==> config.mk <==
export PLATFORM = sky130hd
export DESIGN_NAME = control_unit_flat
export DESIGN_NICKNAME = d
export VERILOG_FILES = /design/src/rtl/control_pkg.sv /design/src/rtl/control_unit_if.sv /design/src/rtl/control_decode.sv /design/src/rtl/control_unit.sv /design/src/flat_wrapper.sv
export SDC_FILE = /design/constraint.sdc
export NUM_CORES = 1
export LEC_CHECK = 0
export ABC_CLOCK_PERIOD_IN_PS = 2900
export BUFFER_PORTS_ARGS = -buffer_cell sky130_fd_sc_hd__buf_2
export CAP_MARGIN = 10
export CORE_MARGIN = 2
export CORE_UTILIZATION = 49
export DETAILED_ROUTE_END_ITERATION = 8
export PLACE_DENSITY = 0.8
export REMOVE_ABC_BUFFERS = 1
export SYNTH_ARGS = -nofsm -noshare
export SYNTH_HDL_FRONTEND = slang
export SYNTH_SLANG_ARGS = --single-unit
==> constraint.sdc <==
create_clock -name clk -period 2.9 [get_ports clk]
set_clock_uncertainty 0.15 [all_clocks]
set_input_delay 0.435 -clock clk [delete_from_list [all_inputs] [get_ports clk]]
set_output_delay 0.435 -clock clk [all_outputs]
set_load 0.02 [all_outputs]
==> src/rtl/control_pkg.sv <==
// Shared types and encodings for the multicycle control unit.
// CONTROL_UNIT_TRAP_EN adds the HALT state used to trap illegal opcodes.
package control_pkg;

   typedef enum logic [3:0] {
      ST_IDLE     = 4'd0,
      ST_FETCH    = 4'd1,
      ST_DECODE   = 4'd2,
      ST_EXEC_R   = 4'd3,
      ST_EXEC_I   = 4'd4,
      ST_ALU_WB   = 4'd5,
      ST_MEM_ADDR = 4'd6,
      ST_MEM_RD   = 4'd7,
      ST_MEM_WB   = 4'd8,
      ST_MEM_WR   = 4'd9,
      ST_BRANCH   = 4'd10
`ifdef CONTROL_UNIT_TRAP_EN
      , ST_HALT   = 4'd11
`endif
   } state_t;

   localparam logic [6:0] OP_R  = 7'b0110011;
   localparam logic [6:0] OP_I  = 7'b0010011;
   localparam logic [6:0] OP_LD = 7'b0000011;
   localparam logic [6:0] OP_SD = 7'b0100011;
   localparam logic [6:0] OP_BR = 7'b1100011;

   localparam logic [1:0] ALU_ADD   = 2'd0;
   localparam logic [1:0] ALU_SUB   = 2'd1;
   localparam logic [1:0] ALU_FUNCT = 2'd2;

   localparam logic [1:0] SRCB_REG    = 2'd0;
   localparam logic [1:0] SRCB_4      = 2'd1;
   localparam logic [1:0] SRCB_IMM    = 2'd2;
   localparam logic [1:0] SRCB_IMM_SH = 2'd3;

   localparam logic [1:0] PCSRC_ALU  = 2'd0;
   localparam logic [1:0] PCSRC_AOUT = 2'd1;

   typedef struct packed {
      logic       pc_write;
      logic       pc_write_cond;
      logic       alu_src_a;
      logic       load_aout;
      logic       reg_write;
      logic       load_reg_a;
      logic       load_reg_b;
      logic       mem_to_reg;
      logic       dmem_op;
      logic       load_mdr;
      logic       imem_read;
      logic       ir_write;
      logic [1:0] pc_source;
      logic [1:0] alu_src_b;
      logic [1:0] alu_op;
   } ctrl_t;

   typedef struct packed {
      logic r;
      logic i;
      logic ld;
      logic sd;
      logic br;
   } iclass_t;

   // ALU_WB keeps the ALU selects of the preceding EXEC state so the result stays stable.
   function automatic ctrl_t ctrl_for(input state_t s, input ctrl_t prev);
      ctrl_t c;
      c = '0;
      case (s)
         ST_FETCH: begin
            c.imem_read = 1'b1; c.ir_write = 1'b1; c.pc_write = 1'b1;
            c.alu_src_b = SRCB_4; c.alu_op = ALU_ADD; c.pc_source = PCSRC_ALU;
         end
         ST_DECODE: begin
            c.load_reg_a = 1'b1; c.load_reg_b = 1'b1; c.load_aout = 1'b1;
            c.alu_src_b = SRCB_IMM_SH; c.alu_op = ALU_ADD;
         end
         ST_EXEC_R: begin
            c.alu_src_a = 1'b1; c.alu_src_b = SRCB_REG; c.alu_op = ALU_FUNCT; c.load_aout = 1'b1;
         end
         ST_EXEC_I: begin
            c.alu_src_a = 1'b1; c.alu_src_b = SRCB_IMM; c.alu_op = ALU_FUNCT; c.load_aout = 1'b1;
         end
         ST_ALU_WB: begin
            c.alu_src_a = prev.alu_src_a; c.alu_src_b = prev.alu_src_b; c.alu_op = prev.alu_op;
            c.reg_write = 1'b1;
         end
         ST_MEM_ADDR: begin
            c.alu_src_a = 1'b1; c.alu_src_b = SRCB_IMM; c.alu_op = ALU_ADD; c.load_aout = 1'b1;
         end
         ST_MEM_RD: begin
            c.alu_src_a = 1'b1; c.alu_src_b = SRCB_IMM; c.alu_op = ALU_ADD; c.load_mdr = 1'b1;
         end
         ST_MEM_WB: begin
            c.reg_write = 1'b1; c.mem_to_reg = 1'b1;
         end
         ST_MEM_WR: begin
            c.alu_src_a = 1'b1; c.alu_src_b = SRCB_IMM; c.alu_op = ALU_ADD; c.dmem_op = 1'b1;
         end
         ST_BRANCH: begin
            c.alu_src_a = 1'b1; c.alu_src_b = SRCB_REG; c.alu_op = ALU_SUB;
            c.pc_write_cond = 1'b1; c.pc_source = PCSRC_AOUT;
         end
         default: c = '0;
      endcase
      return c;
   endfunction

endpackage

==> src/rtl/control_unit_if.sv <==
// Bundle between the control unit (master) and the processing datapath (slave).
interface control_unit_if #(parameter int CNT_W = 32);
   logic [31:0]      instruction;
   logic             PCWrite, PCWriteCond, ALUSrcA, LoadAOut, RegWrite, LoadRegA;
   logic             LoadRegB, MemToReg, DMemOp, LoadMDR, IMemRead, IRWrite;
   logic [1:0]       PCSource, ALUSrcB, ALUOp;
   logic [3:0]       state_dbg;
   logic [CNT_W-1:0] retired;
   logic             illegal_instr;

   modport master (
      input  instruction,
      output PCWrite, PCWriteCond, ALUSrcA, LoadAOut, RegWrite, LoadRegA,
             LoadRegB, MemToReg, DMemOp, LoadMDR, IMemRead, IRWrite,
             PCSource, ALUSrcB, ALUOp, state_dbg, retired, illegal_instr
   );

   modport slave (
      output instruction,
      input  PCWrite, PCWriteCond, ALUSrcA, LoadAOut, RegWrite, LoadRegA,
             LoadRegB, MemToReg, DMemOp, LoadMDR, IMemRead, IRWrite,
             PCSource, ALUSrcB, ALUOp, state_dbg, retired, illegal_instr
   );
endinterface

==> src/rtl/control_decode.sv <==
// Opcode to one-hot instruction class; o_legal is low for any unsupported opcode.
module control_decode
   import control_pkg::*;
(
   input  logic [6:0] i_opcode,
   output iclass_t    o_class,
   output logic       o_legal
);

   // Classify the opcode.
   always_comb begin
      o_class = '0;
      case (i_opcode)
         OP_R:    o_class.r  = 1'b1;
         OP_I:    o_class.i  = 1'b1;
         OP_LD:   o_class.ld = 1'b1;
         OP_SD:   o_class.sd = 1'b1;
         OP_BR:   o_class.br = 1'b1;
         default: o_class    = '0;
      endcase
      o_legal = |o_class;
   end

endmodule

==> src/rtl/control_unit.sv <==
// Multicycle Moore control FSM with retired-instruction counter.
// CONTROL_UNIT_TRAP_EN: illegal opcodes halt the FSM and raise illegal_instr.
module control_unit
   import control_pkg::*;
#(
   parameter int CNT_W = 32
) (
   input  logic           clk,
   input  logic           reset,
   control_unit_if.master bus
);

   localparam logic [CNT_W-1:0] CNT_ONE = {{(CNT_W-1){1'b0}}, 1'b1};

   state_t           r_state;
   state_t           w_next;
   ctrl_t            r_ctrl;
   logic [CNT_W-1:0] r_retired;
   logic             w_retire;
   iclass_t          w_class;
   logic             w_legal;
   logic             w_unused_bits;

   assign w_unused_bits = ^bus.instruction[31:7];

   control_decode u_decode (
      .i_opcode (bus.instruction[6:0]),
      .o_class  (w_class),
      .o_legal  (w_legal)
   );

   // Next-state selection and retire detection.
   always_comb begin
      w_next = r_state;
      case (r_state)
         ST_IDLE:   w_next = ST_FETCH;
         ST_FETCH:  w_next = ST_DECODE;
         ST_DECODE: begin
            if (!w_legal) begin
`ifdef CONTROL_UNIT_TRAP_EN
               w_next = ST_HALT;
`else
               w_next = ST_FETCH;
`endif
            end else if (w_class.r) begin
               w_next = ST_EXEC_R;
            end else if (w_class.i) begin
               w_next = ST_EXEC_I;
            end else if (w_class.br) begin
               w_next = ST_BRANCH;
            end else begin
               w_next = ST_MEM_ADDR;
            end
         end
         ST_EXEC_R:   w_next = ST_ALU_WB;
         ST_EXEC_I:   w_next = ST_ALU_WB;
         ST_ALU_WB:   w_next = ST_FETCH;
         ST_MEM_ADDR: w_next = w_class.ld ? ST_MEM_RD : ST_MEM_WR;
         ST_MEM_RD:   w_next = ST_MEM_WB;
         ST_MEM_WB:   w_next = ST_FETCH;
         ST_MEM_WR:   w_next = ST_FETCH;
         ST_BRANCH:   w_next = ST_FETCH;
`ifdef CONTROL_UNIT_TRAP_EN
         ST_HALT:     w_next = ST_HALT;
`endif
         default:     w_next = ST_IDLE;
      endcase
      w_retire = (w_next == ST_FETCH) &&
                 (r_state inside {ST_ALU_WB, ST_MEM_WB, ST_MEM_WR, ST_BRANCH});
   end

   // State register; controls are registered from the next state so they align with it.
   always_ff @(posedge clk or negedge reset) begin
      if (!reset) begin
         r_state <= ST_IDLE;
         r_ctrl  <= '0;
      end else begin
         r_state <= w_next;
         r_ctrl  <= ctrl_for(w_next, r_ctrl);
      end
   end

   // Retired-instruction counter, wraps naturally.
   always_ff @(posedge clk or negedge reset) begin
      if (!reset) begin
         r_retired <= '0;
      end else if (w_retire) begin
         r_retired <= r_retired + CNT_ONE;
      end else begin
         r_retired <= r_retired;
      end
   end

`ifdef CONTROL_UNIT_TRAP_EN
   logic r_illegal;

   // Sticky trap flag, cleared only by reset.
   always_ff @(posedge clk or negedge reset) begin
      if (!reset) begin
         r_illegal <= 1'b0;
      end else begin
         r_illegal <= (w_next == ST_HALT);
      end
   end

   assign bus.illegal_instr = r_illegal;
`else
   assign bus.illegal_instr = 1'b0;
`endif

   assign bus.PCWrite     = r_ctrl.pc_write;
   assign bus.PCWriteCond = r_ctrl.pc_write_cond;
   assign bus.ALUSrcA     = r_ctrl.alu_src_a;
   assign bus.LoadAOut    = r_ctrl.load_aout;
   assign bus.RegWrite    = r_ctrl.reg_write;
   assign bus.LoadRegA    = r_ctrl.load_reg_a;
   assign bus.LoadRegB    = r_ctrl.load_reg_b;
   assign bus.MemToReg    = r_ctrl.mem_to_reg;
   assign bus.DMemOp      = r_ctrl.dmem_op;
   assign bus.LoadMDR     = r_ctrl.load_mdr;
   assign bus.IMemRead    = r_ctrl.imem_read;
   assign bus.IRWrite     = r_ctrl.ir_write;
   assign bus.PCSource    = r_ctrl.pc_source;
   assign bus.ALUSrcB     = r_ctrl.alu_src_b;
   assign bus.ALUOp       = r_ctrl.alu_op;
   assign bus.state_dbg   = r_state;
   assign bus.retired     = r_retired;

endmodule

==> src/flat_wrapper.sv <==
// flat-port wrapper written by rule: the top's interface ports become plain ports
module control_unit_flat import control_pkg::*;
#(
   parameter int CNT_W = 32
)
  (clk, reset, bus_instruction, bus_PCWrite, bus_PCWriteCond, bus_ALUSrcA, bus_LoadAOut, bus_RegWrite, bus_LoadRegA, bus_LoadRegB, bus_MemToReg, bus_DMemOp, bus_LoadMDR, bus_IMemRead, bus_IRWrite, bus_PCSource, bus_ALUSrcB, bus_ALUOp, bus_state_dbg, bus_retired, bus_illegal_instr);
  control_unit_if #(.CNT_W(CNT_W)) bus_i ();
  input  logic clk;
  input  logic reset;
  input wire logic [$bits(bus_i.instruction)-1:0] bus_instruction;
  output wire logic [$bits(bus_i.PCWrite)-1:0] bus_PCWrite;
  output wire logic [$bits(bus_i.PCWriteCond)-1:0] bus_PCWriteCond;
  output wire logic [$bits(bus_i.ALUSrcA)-1:0] bus_ALUSrcA;
  output wire logic [$bits(bus_i.LoadAOut)-1:0] bus_LoadAOut;
  output wire logic [$bits(bus_i.RegWrite)-1:0] bus_RegWrite;
  output wire logic [$bits(bus_i.LoadRegA)-1:0] bus_LoadRegA;
  output wire logic [$bits(bus_i.LoadRegB)-1:0] bus_LoadRegB;
  output wire logic [$bits(bus_i.MemToReg)-1:0] bus_MemToReg;
  output wire logic [$bits(bus_i.DMemOp)-1:0] bus_DMemOp;
  output wire logic [$bits(bus_i.LoadMDR)-1:0] bus_LoadMDR;
  output wire logic [$bits(bus_i.IMemRead)-1:0] bus_IMemRead;
  output wire logic [$bits(bus_i.IRWrite)-1:0] bus_IRWrite;
  output wire logic [$bits(bus_i.PCSource)-1:0] bus_PCSource;
  output wire logic [$bits(bus_i.ALUSrcB)-1:0] bus_ALUSrcB;
  output wire logic [$bits(bus_i.ALUOp)-1:0] bus_ALUOp;
  output wire logic [$bits(bus_i.state_dbg)-1:0] bus_state_dbg;
  output wire logic [$bits(bus_i.retired)-1:0] bus_retired;
  output wire logic [$bits(bus_i.illegal_instr)-1:0] bus_illegal_instr;
  assign bus_i.instruction = bus_instruction;
  assign bus_PCWrite = bus_i.PCWrite;
  assign bus_PCWriteCond = bus_i.PCWriteCond;
  assign bus_ALUSrcA = bus_i.ALUSrcA;
  assign bus_LoadAOut = bus_i.LoadAOut;
  assign bus_RegWrite = bus_i.RegWrite;
  assign bus_LoadRegA = bus_i.LoadRegA;
  assign bus_LoadRegB = bus_i.LoadRegB;
  assign bus_MemToReg = bus_i.MemToReg;
  assign bus_DMemOp = bus_i.DMemOp;
  assign bus_LoadMDR = bus_i.LoadMDR;
  assign bus_IMemRead = bus_i.IMemRead;
  assign bus_IRWrite = bus_i.IRWrite;
  assign bus_PCSource = bus_i.PCSource;
  assign bus_ALUSrcB = bus_i.ALUSrcB;
  assign bus_ALUOp = bus_i.ALUOp;
  assign bus_state_dbg = bus_i.state_dbg;
  assign bus_retired = bus_i.retired;
  assign bus_illegal_instr = bus_i.illegal_instr;
  control_unit #(.CNT_W(CNT_W)) u_core (.clk(clk), .reset(reset), .bus(bus_i));
endmodule
; ---- Yosys cells after proc, flatten, opt, wreduce, memory -nomap -nowiden
; Index checks and enable logic that the tools add are counted.
; W data, S select, Z words.
[classes]
add_sub_neg = 1
eq_ne = 25
muxes = 23
reduce_logical = 10
[op_table]
columns = op, count
row1 = $add A32 B1 Y32 const B, 1
row2 = $eq A4 B3 Y1 const B, 8
row3 = $pmux W4 S7, 1
row4 = $eq A4 B4 Y1 const B, 6
row5 = $pmux W4 S6, 1
row6 = $mux W4, 5
row7 = $eq A4 B2 Y1 const B, 4
row8 = $eq A7 B6 Y1 const B, 2
row9 = $mux W1, 13
row10 = $reduce_or A5 Y1, 2
row11 = $eq A4 B1 Y1 const B, 2
row12 = $eq A7 B2 Y1 const B, 1
row13 = $eq A7 B5 Y1 const B, 1
row14 = $eq A7 B7 Y1 const B, 1
row15 = $reduce_or A6 Y1, 1
row16 = $logic_not A4 Y1, 1
row17 = $mux W2, 2
row18 = $reduce_bool A4 Y1, 1
row19 = $reduce_or A2 Y1, 2
row20 = $reduce_or A4 Y1, 1
row21 = $reduce_or A3 Y1, 1
row22 = $pmux W1 S2, 1
row23 = $logic_and A1 B1 Y1, 1
[totals]
register_bits = 53
in_bits = 34
out_inout_bits = 55
wordCells = 76

; ---- Depth between registers and ports, before layout
; Gate-level depths: netlist of run 1.
[depth]
depth_word = 10
depth_mapped = 7
ltp_nobuf = 7

; ---- Cells and area by module
; From an unflattened synthesis of run 1, not the netlist that was laid out.
[hier_totals]
cells_unflattened = 214
hier_area_um2 = 2358.5
[modules_own_cells]
columns = mod, instances, cells_per_inst, area_per_inst_um2, seq_area_each_um2
row1 = control_unit, 1, 204, 2260.9, 1226.2
row2 = control_decode, 1, 10, 97.6, 0.0

; ---- Worst setup path after synthesis of run 1
; No wires, ideal clock.
[synth_timing]
path_type = flip-flop to flip-flop
start = register u_core.r_state[1], in the netlist u_core.bus.state_dbg[1]
end = register u_core.r_ctrl (netlist bit u_core.bus.ALUSrcA)
setup_time_ps = 126
t_arrival_ps = 1869
t_required_ps = 2624
slack_ps = 755
path_stages_with_launch = 6
path_buffers = 0
synth_period_minus_slack_ps = 2145
cell_sequence = dfrtp_1 or4b_4 a211o_4 o21ai_4 nor2_2 o32a_1
[synth_between]
elab_chain_len = 6
word_cells_on_any_way = 23
cone_classes = 17 x eq/ne / 2 x mux / 4 x reduce/logical
[synth_rtl]
columns = element, line_no
row1 = from (decl), control_unit.sv:15  ; state_t r_state;
row2 = from (signal assigned), control_unit.sv:78  ; r_state <= w_next;
row3 = $eq A4 B4 Y1 (tied with other cells), control_unit.sv:35  ; case (r_state)
row4 = $reduce_or A5 Y1 (no line) / $reduce_or A2 Y1 (equally long branches), -
row5 = $pmux W4 S6 (*), control_unit.sv:35
row6 = $eq A4 B2 Y1 (tied with other cells), control_pkg.sv:70  ; case (s)
row7 = $reduce_or A6 Y1 (no line), -
row8 = $pmux W1 S2, control_pkg.sv:70
row9 = to (signal assigned), control_unit.sv:79  ; r_ctrl <= ctrl_for(w_next, r_ctrl);
row10 = to (decl), control_unit.sv:17  ; ctrl_t r_ctrl;
; Mark *: on every way between the ends. The rest lies on a longest branch, timed or not.
; A chain may end at the register's enable or synchronous reset.

; ---- Final worst setup path of run 1
[layout_timing]
start = register u_core.r_state[3], in the netlist u_core.bus.state_dbg[3]
end = register u_core.r_ctrl (netlist bit u_core.bus.ALUSrcA)
; Same word-level chain as after synthesis.

==> impl_results.md, run 1 <==
* DRT iter0 DRCs at about 120
* Hold Fails Final Rpt at 0
* Worst-Skew Late Latency at 290 ps
* Post-synthesis cell type count at 49
* Core box area at 4660 µm²
* Mux cell area share after synthesis at 0.913%
* MaxCap Viol Count at 0
* Post-Syn Instances at ~210
* Multi-input logic area at 1020 µm²
* CP Max Fanout at 12
* Initial core utilization at between 40% and 50%
* DP HPWL at between 3 and 4 mm
* All-Layer GR Usage at between 10% and 20%
* Pins Over Slew Limit at 0
* Adder-cell area share of the yosys netlist at 0.537%
* FFs w/ async S/R, synth at between 90% and 100%
* Die W at 73.0 µm
* Post-CTS setup buffers at 0
* Status: finished, final reports clean
* Maximum clock path buffer count at 2
* Maximum VDD drop at approximately 0.0005 V
* GR Overflow Total at 0
* Post-Place Cells at around 320
* Synth top area share at between 50% and 60%
* Share of cells above drive strength 1 at 29.9%
* Cell family with most CP delay: compound AO/OA/AOI/OAI gates
* Top Ports at 89
* Unrepaired setup endpoints after global routing: no
* Critical Path End Type: register
* Worst Setup Path Type: reg2reg
* Min Tclk post-route at 2320 ps
* Drt first pass iters at 4
* First-pass GRT wire length at 7.69 mm
* PD cells at 786 nW/µm²
* Clock Pin Slew Worst Setup and Hold Paths at 80 ps
* Non-filler cells, final at 332
* Post-synthesis compound-gate area fraction at 7.41%
* Flops & latches, synth at 49
* Main synth FF type: dfrtp_1
* # diodes at 0
* # rows at 25
* Final Setup Violations at 0
* Critical Path RT at 2920 ps
* CP bufs+invs at 0
* Drt drc at 0
* GP Congestion at 0.861
* Fill cell count at approximately 410
* Vias in the first global route at 1735
* Synth Area per Inst at 10.9 µm²
* Yosys warning total at 0
* CTS tree: yes
* Critical path arrival at 2340 ps
* Via density at about 5.4
* Fin nets at 312
* Simple-gate share of the synthesized area at between 20% and 30%
* Tightest Hold Check Type: in2reg
* IO Port Bufs at 61
* Leading area contributor after synthesis: dfrtp_1
* Startpoint types: register
* Die Area at 5320 µm²
* Tcrit/Tclk final at between 80 and 90%
* Mapped Area at 2330 µm²
* Fmax at 0.431 GHz
* Xor and xnor area share after synthesis at 11.7%
* Largest net degree at the start of global routing at 34
* Synth top cells by count: 49 x dfrtp_1, 20 x xnor2_1, 18 x nand2_1
* CTS Buf Count at 5
* Die Ht at 73.0 µm
* WL per Instance at 13.6 µm
* CP max stage delay at around 610 ps
* Sink Count at 49
* Largest family of logic cells by synthesized area: simple AND/OR/NAND/NOR gates
* Slowest CP cell: or4b_4
* Layout area overhead at 20.0%
* Drt total wl at about 4.5 mm
* Top cells by area, synth: dfrtp_1 53%, xnor2_1 7.5%, xor2_1 4.1%
* Worst path cell trace: or4b_4, a211o_4, o21ai_4, nor2_2, o32a_1
* Setup TNS at 0 ps
* Area occupied by registers at 1230 µm²
* H-tree levels at 2
* Clk root buf: clkbuf_8
* Via count at approximately 1800
* Number of synthesized flops with an enable pin at 0
* Leakage at 1.51 nW
* Initial antenna violation count at 0
* Share of the yosys chip area belonging to registers at 52.6%
* Most frequent cell after synthesis: dfrtp_1
* Post-route ant nets at 0
[worst register-to-register path, cell delays in order, from the launching register on]
cell     delay, ps
dfrtp_1        520
or4b_4         610
a211o_4        310
o21ai_4        200
nor2_2          70
o32a_1         340
[timing repair]
| action | 4_1_cts | 5_1_grt |
|---|---|---|
| hold buffers | 1 | 0 |
| endpoints found under the hold margin | 16 | 0 |
| gates resized for setup | 0 | 0 |
[through the flow]
stage	utilization [%]	total power, mW	hold WS, ps	instance area, µm²	setup WS [ps]
floorplan	-	1.45	-10.6	2270	650
global placement	57.3	1.71	219	2670	595
detailed placement	57.3	1.72	222	2670	586
CTS	60.0	2.22	238	2800	569
global route	60.0	2.34	248	2800	495
finish	60.0	2.20	254	2800	580
[cells in the final DEF (no fill, tap or decap), drive strengths merged, types with 2 or more instances in the layout]
| master | synthesis | layout |
|---|---|---|
| buf | 10 | 65 |
| dfrtp | 49 | 49 |
| xnor2 | 20 | 20 |
| nand2 | 19 | 19 |
| nand3 | 14 | 14 |
| nor2 | 14 | 14 |
| xor2 | 11 | 11 |
| and3 | 10 | 10 |
| clkbuf | 0 | 7 |
| inv | 6 | 6 |
| nand4 | 6 | 6 |
| o21ai | 6 | 6 |
| a21oi | 4 | 4 |
| nor3 | 4 | 4 |
| a21o | 3 | 3 |
| and4 | 3 | 3 |
| or3 | 3 | 3 |
| nor4 | 3 | 3 |
| nor2b | 2 | 2 |
| nand2b | 2 | 2 |
| nand3b | 2 | 2 |
| a221o | 2 | 2 |
| conb | 1 | 2 |
[logic make-up (layout without fill, tap and decap cells)]
group                    after synthesis  in the layout
AO/OA/AOI/OAI                         22             22
XOR/XNOR                              31             31
adder cells (fa/ha/maj)                1              1
buffers and inverters                 16             80
flip-flops                            49             49
multiplexers                           2              2
other                                  1              2
AND/OR/NAND/NOR                       91             91
[sequential cells by signal, indices dropped and copies added (netlist names)]
signal and cells:
u_core.bus.retired 32, u_core.bus.state_dbg 4, u_core.bus.ALUOp 2, u_core.bus.ALUSrcB 2, u_core.bus.ALUSrcA 1, u_core.bus.DMemOp 1, u_core.bus.IMemRead 1, u_core.bus.LoadAOut 1
u_core.bus.LoadMDR 1, u_core.bus.LoadRegA 1, u_core.bus.MemToReg 1, u_core.bus.PCWriteCond 1, u_core.bus.RegWrite 1
[worst paths after layout]
path                                         startpoint                      to  slack (ps)  depth (start not counted)
worst max-delay path            u_core.bus.state_dbg[3]      u_core.bus.ALUSrcA         580                          5
worst min-delay path                 bus_instruction[4]  u_core.bus.PCWriteCond         250                          2
worst max register to register  u_core.bus.state_dbg[3]      u_core.bus.ALUSrcA         580                          5
worst min register to register   u_core.bus.retired[31]  u_core.bus.retired[31]         320                          1
max in group asynchronous                         reset  u_core.bus.PCWriteCond        1430                          3
min in group asynchronous                         reset  u_core.bus.retired[31]         440                          2
[per-layer routing]
layer | routed length (µm) | vias up | global-route usage, % | share of wire [%]
met5 | 0 | - | 0 | 0
met4 | 47 | 0 | 5.14 | 1.0
met3 | 217 | 6 | 3.45 | 4.8
met2 | 2270 | 58 | 32.2 | 50
met1 | 1990 | 876 | 23.4 | 44
li1 | - | 865 | - | -
[where the power goes]
| group | internal (mW) | switching [mW] |
|---|---|---|
| logic | 0.316 | 0.471 |
| clock network | 0.281 | 0.209 |
| registers | 0.796 | 0.122 |
[final cells by class]
type / instances / share of cell area, %
Clock buffer: 7 / 3.09
Inverter: 6 / 0.806
Multi-Input combinational cell: 149 / 36.4
Tap cell: 54 / 2.42
Timing Repair Buffer: 66 / 12.4
Clock inverter: 1 / 1.07
Sequential cell: 49 / 43.9
No activity file was read; power rests on OpenSTA's default activity.
==> inputs of run 2 (changes only) <==
- ABC_CLOCK_PERIOD_IN_PS: 2900 -> 2200
- clock period: 2.9 -> 2.2 ns (I/O delays scaled with it)
==> run 2 against run 1 <==
Routed wire length rose by 2.5%; sequential power up 25%; flip-flop and latch count is the same; register-to-register slack worse by 540 ps; core utilization increased by 1.4 points.
==> impl_results.md, run 2 (synthesis results as in run 1) <==
* Pins Over Slew Limit at 0 (unchanged)
* Max reg flops at 32 (unchanged)
* Worst Setup Path Type: reg2reg
* Leakage at 1.56 nW (+3.1%)
* Worst-Skew Late Latency at 290 ps (about the same)
* Die Ht at 73.0 µm (unchanged)
* Largest net degree at the start of global routing at 28 (-18%)
* Die Area at 5320 µm² (unchanged)
* Clk root buf: clkbuf_8
* # diodes at 0 (unchanged)
* CP Max Fanout at 6 (-6)
* Drt total wl at 4.64 mm (+2.5%)
* Status: finished, final reports clean
* PD cells at 1010 nW/µm² (+28%)
* DP HPWL at 3.52 mm (+2.7%)
* Maximum clock path buffer count at 2 (unchanged)
* Core box area at 4660 µm² (unchanged)
* Relative slew slack at 61.1%
* GP Congestion at 0.840 (-2.4%)
* Slew @ Worst Pin at roughly 580 ps
* Via count at 1836 (+1.7%)
* Tcrit/Tclk final at 98.1% (+18 points)
* Commonest cells after routing, fill and taps aside: 61 x buf_2, 49 x dfrtp_1, 20 x xnor2_1
* Hold Fails Final Rpt at 0 (unchanged)
* Hold WS at 142 ps (-113 ps)
* Vias in the first global route at 1782 (+2.7%)
* Layout area overhead at 22.8%
* Initial core utilization at 50.0% (unchanged)
* Top Ports at 89 (unchanged)
* Critical Path End Type: register
* WL per Instance at 13.6 µm (-0.50%)
* Clock Pin Slew Worst Setup and Hold Paths at 80 ps (about the same)
* MaxCap Viol Count at 0 (unchanged)
* GR Overflow Total at 0 (unchanged)
* Critical Path RT at 2230 ps (-690 ps)
* Initial antenna violation count at 0 (unchanged)
* Drt drc at 0 (unchanged)
* Min Tclk post-route at 2160 ps (-161 ps)
* Fmax at 0.463 GHz (+7.5%)
* Final Setup Violations at 0 (unchanged)
* # rows at 25 (unchanged)
* Drt first pass iters at 4 (unchanged)
* Critical path arrival at 2190 ps (-150 ps)
* Via density at 5.37 (-1.3%)
* Maximum VDD drop at 0.000649 V (+28%)
* Startpoint types: register
* Tightest Hold Check Type: in2reg
* Fin nets at 322 (+3.2%)
* Share of cells above drive strength 1 at 33.0% (+3.1 points)
* First-pass GRT wire length at 7.94 mm (+3.3%)
* CTS Buf Count at 5 (unchanged)
* Sink Count at 49 (unchanged)
* IO Port Bufs at 61 (unchanged)
* H-tree levels at 2 (unchanged)
* Post-route ant nets at 0 (unchanged)
* Die W at 73.0 µm (unchanged)
* DRT iter0 DRCs at 129 (+5.7%)
* All-Layer GR Usage at 19.2% (+0.76 points)
* Unrepaired setup endpoints after global routing: yes
* CTS tree: yes
* Most common cell after layout, fill and taps aside: buf_2
* Setup TNS at 0 ps (unchanged)
run 2: cell count changes in the layout (fill, tap and decap cells not counted):
cell,before,now
buf_4,4,14
bufinv_16,1,0
clkbuf_1,1,0
clkbuf_8,6,7
clkinv_2,0,1
nor4b_1,1,0
nor4b_2,0,1
run 2: path summary, 6_finish.rpt:
kind                                         start                endpoint  slack, ps  cells after the start
setup / recovery           u_core.bus.state_dbg[3]      u_core.bus.ALUSrcA         40                      5
hold / removal                  bus_instruction[4]  u_core.bus.PCWriteCond        140                      2
setup reg to reg           u_core.bus.state_dbg[3]      u_core.bus.ALUSrcA         40                      5
hold reg to reg             u_core.bus.retired[31]  u_core.bus.retired[31]        330                      1
max in group asynchronous                    reset  u_core.bus.retired[30]        850                      3
min in group asynchronous                    reset  u_core.bus.retired[23]        410                      2
run 2: critical path: stages, from the launching register on:
cell	delay (ps)
dfrtp_1	390
or4b_4	570
a211o_4	310
o21ai_4	210
nor2_2	70
o32a_1	340
run 2: per-stage QoR:
step	setup slack [ps]	utilization [%]	area [µm²]	instances	power, mW
finish	41.4	61.4	2860	342	2.88
global placement	94.9	58.9	2740	333	2.31
detailed placement	68.0	58.9	2740	333	2.33
floorplan	-50.3	-	2270	204	1.91
CTS	49.8	61.3	2860	342	2.90
global route	-10.5	61.4	2860	342	3.09
run 2: layout make-up:
class                           instances  area, µm²
Timing Repair Buffer                   76        420
Inverter                                6       22.5
Clock inverter                          1       5.00
Multi-Input combinational cell        149       1020
Fill cell                             408       1800
Tap cell                               54       67.6
Clock buffer                            7       96.3
Sequential cell                        49       1230
run 2: repair_timing:
item                                    CTS  global route
hold buffers                              1             0
buffers inserted                          0             0
hold endpoints to repair                 25             0
endpoints found under the setup margin    0             3
gates resized for setup                   0             1
run 2: per-layer routing:
layer,vias to the layer above,GRT usage (%),part of all wire (%)
met5,-,0,0
met4,0,5.97,0.99
met3,4,4.70,4.5
met2,54,32.5,52
met1,895,24.3,43
li1,883,-,-
run 2: power by group:
| group | total [mW] | internal [mW] | switching [mW] |
|---|---|---|---|
| sequential | 1.15 | 1.05 | 0.101 |
| combinational | 1.18 | 0.469 | 0.706 |
| clock | 0.557 | 0.284 | 0.273 |
| total | 2.88 | 1.80 | 1.08 |
==> inputs of run 3 (changes only) <==
==> constraint.sdc (replaced) <==
create_clock -name clk -period 2.2 [get_ports clk]
set_clock_uncertainty 0.15 [all_clocks]
set_input_delay 0.44 -clock clk [delete_from_list [all_inputs] [get_ports clk]]
set_output_delay 0.44 -clock clk [all_outputs]
set_load 0.02 [all_outputs]
==> run 3 against run 2 <==
Non-clock buffer count fell by 2; routed wire length rose by 1.5%; flip-flop and latch count did not move; register-to-register slack got worse by 20 ps; die area did not move; final cell count fell by 0.58%; worst hold slack improved by 110 ps; core utilization rose by 0.78 points; first-iteration DRC count fell by 21%; largest cell class unchanged.
==> impl_results.md, run 3 (synthesis results as in run 1) <==
* Leakage at 1.57 nW (+0.74%)
* Worst Hold Path EP: u_core.bus.PCWriteCond
* Critical R2R Launch: u_core.bus.state_dbg[1]
* Fin nets at 320 (-0.62%)
* WL per Instance at 13.9 µm (+2.1%)
* # rows at 25 (unchanged)
* Unrepaired setup endpoints after global routing: yes
* Fmax at 0.458 GHz (-1.1%)
* DRT iter0 DRCs at 102 (-21%)
* Layout area overhead at 24.4%
* Setup slack, reg-to-reg at 20 ps (-20 ps)
* Worst hold start: bus_instruction[4]
* Slowest CP cell: or4b_4
* CP max stage delay at 520 ps (-50 ps)
* Clk root buf: clkbuf_8
* PD cells at 1060 nW/µm² (+4.8%)
* Setup TNS at 0 ps (unchanged)
* Critical Path End Type: register
* Min Tclk post-route at 2180 ps (+23.6 ps)
* Tcrit/Tclk final at 99.2% (+1.1 points)
* Number of gates resized after CTS at 0 (unchanged)
* Pre-CTS setup slack at 47.6 ps (-20.4 ps)
* Pint at 1.97 mW (+9.5%)
* Logic pwr share at 38.0% (-2.8 points)
* Core box area at 4660 µm² (unchanged)
* Via density at 5.25 (-2.3%)
* Tightest Hold Check Type: in2reg
* Max reg flops at 32 (unchanged)
* Commonest cells after routing, fill and taps aside: 61 x buf_2, 49 x dfrtp_1, 20 x xnor2_1
* Sequential share of power at 38.1% (-1.8 points)
* Hold WS at 249 ps (+108 ps)
* MaxCap Viol Count at 0 (unchanged)
* # diodes at 0 (unchanged)
* Worst-Skew Late Latency at 290 ps (about the same)
* Die Ht at 73.0 µm (unchanged)
* Pins Over Slew Limit at 0 (unchanged)
* Via count at 1784 (-2.8%)
* Largest net degree at the start of global routing at 32 (+14%)
* IO Port Bufs at 61 (unchanged)
* CTS Buf Count at 5 (unchanged)
* Sink Count at 49 (unchanged)
* Initial core utilization at 50.0% (unchanged)
* Clock Pin Slew Worst Setup and Hold Paths at 80 ps (about the same)
* All-Layer GR Usage at 19.3% (+0.13 points)
* Net Sw Power at 1.08 mW (+0.40%)
* Drt first pass iters at 4 (unchanged)
* Status: finished, final reports clean
* Maximum VDD drop at 0.000721 V (+11%)
* H-tree levels at 2 (unchanged)
* Drt total wl at 4.71 mm (+1.5%)
* Total power draw at 3.06 mW (+6.1%)
* Post-CTS setup buffers at 0 (unchanged)
* GP Congestion at 0.892 (+6.2%)
* Drt drc at 0 (unchanged)
* Die W at 73.0 µm (unchanged)
* Worst r2r dst: u_core.bus.ALUSrcA
* GR Overflow Total at 0 (unchanged)
* Die Area at 5320 µm² (unchanged)
* Non-filler cells, final at 340 (-0.58%)
* CP Max Fanout at 7 (+1)
* Worst Setup Path Type: reg2reg
* Sw Ratio at 35.4% (-2.0 points)
* Startpoint types: register
* Worst R2R Path Depth at 5 (unchanged)
* Post-route ant nets at 0 (unchanged)
* Clock share of power at 23.9% (+4.6 points)
* Share of cells above drive strength 1 at 32.2% (-0.82 points)
* Most common cell after layout, fill and taps aside: buf_2
* Hold Fails Final Rpt at 0 (unchanged)
* CTS tree: yes
* Maximum clock path buffer count at 2 (unchanged)
* First-pass GRT wire length at 7.96 mm (+0.26%)
* Critical Path RT at 2230 ps (about the same)
* Vias in the first global route at 1707 (-4.2%)
* Final Setup Violations at 0 (unchanged)
* Final setup margin at 17.8 ps (-23.6 ps)
* Post-Place Cells at 331 (-0.60%)
* Critical path arrival at 2210 ps (+20 ps)
* DP HPWL at 3.51 mm (-0.40%)
* Top Ports at 89 (unchanged)
* Worst path cell trace: or4b_4, a211o_4, o21ai_4, nor2_2, o32a_1
* Initial antenna violation count at 0 (unchanged)
* Worst hold path depth at 2 (unchanged)
run 3: cell types whose count changed in the layout (fill, tap and decap cells not counted), sizes merged:
cell / previous run / this run
clkbuf: 7 / 5
buf: 75 / 73
bufinv: 0 / 2
run 3: per-layer routing:
metal	part of all wire [%]	global-route usage (%)	routed length, µm
met5	0	0	0
met4	0.93	4.94	44
met3	4.6	4.28	216
met1	45	25.1	2110
met2	50	32.9	2340
run 3: worst max path at each step:
| stage | depth (start not counted) | slack (ps) | to | start |
|---|---|---|---|---|
| finish | 5 | 20 | u_core.bus.ALUSrcA | u_core.bus.state_dbg[1] |
| global route | 8 | -30 | u_core.bus.ALUSrcB[0] | u_core.bus.state_dbg[0] |
| CTS | 5 | 30 | u_core.bus.ALUSrcA | u_core.bus.state_dbg[1] |
| detailed placement | 5 | 50 | u_core.bus.ALUSrcA | u_core.bus.state_dbg[1] |
| global placement | 5 | 70 | u_core.bus.ALUSrcA | u_core.bus.state_dbg[1] |
| floorplan | 5 | -50 | u_core.bus.ALUSrcA | u_core.bus.state_dbg[3] |
run 3: critical path, delay by kind of cell (launching register included):
| family | cells | cell delay [ps] |
|---|---|---|
| flops | 1 | 470 |
| simple gates | 2 | 590 |
| compound gates | 3 | 850 |
run 3: metrics by stage:
step / cell area, µm² / util [%]
after floorplan: 2270 / -
after global placement: 2750 / 59.1
after detailed placement: 2750 / 59.1
after CTS: 2900 / 62.2
after global routing: 2900 / 62.2
final: 2900 / 62.2
run 3: final cells by class:
cell class / instances / area (µm²)
clock buffer: 5 / 68.8
fill: 391 / 1760
timing repair buffer: 74 / 430
clock inverter: 3 / 65.1
multi-input combinational: 149 / 1020
sequential: 49 / 1230
inverter: 6 / 22.5
tap: 54 / 67.6
run 3: timing repair:
action                                 CTS  global route
setup endpoints to repair                0             2
endpoints found under the hold margin   18             0
hold buffers                             1             0
run 3: power groups by stage:
| stage | combinational [mW] | clock [mW] | sequential (mW) |
|---|---|---|---|
| 6_report | 1.16 | 0.732 | 1.16 |
| 2_1_floorplan | 0.501 | 0 | 1.41 |
| 5_1_grt | 1.28 | 0.784 | 1.19 |
| 3_5_place_dp | 1.17 | 0 | 1.18 |
| 3_3_place_gp | 1.14 | 0 | 1.18 |
| 4_1_cts | 1.17 | 0.750 | 1.17 |
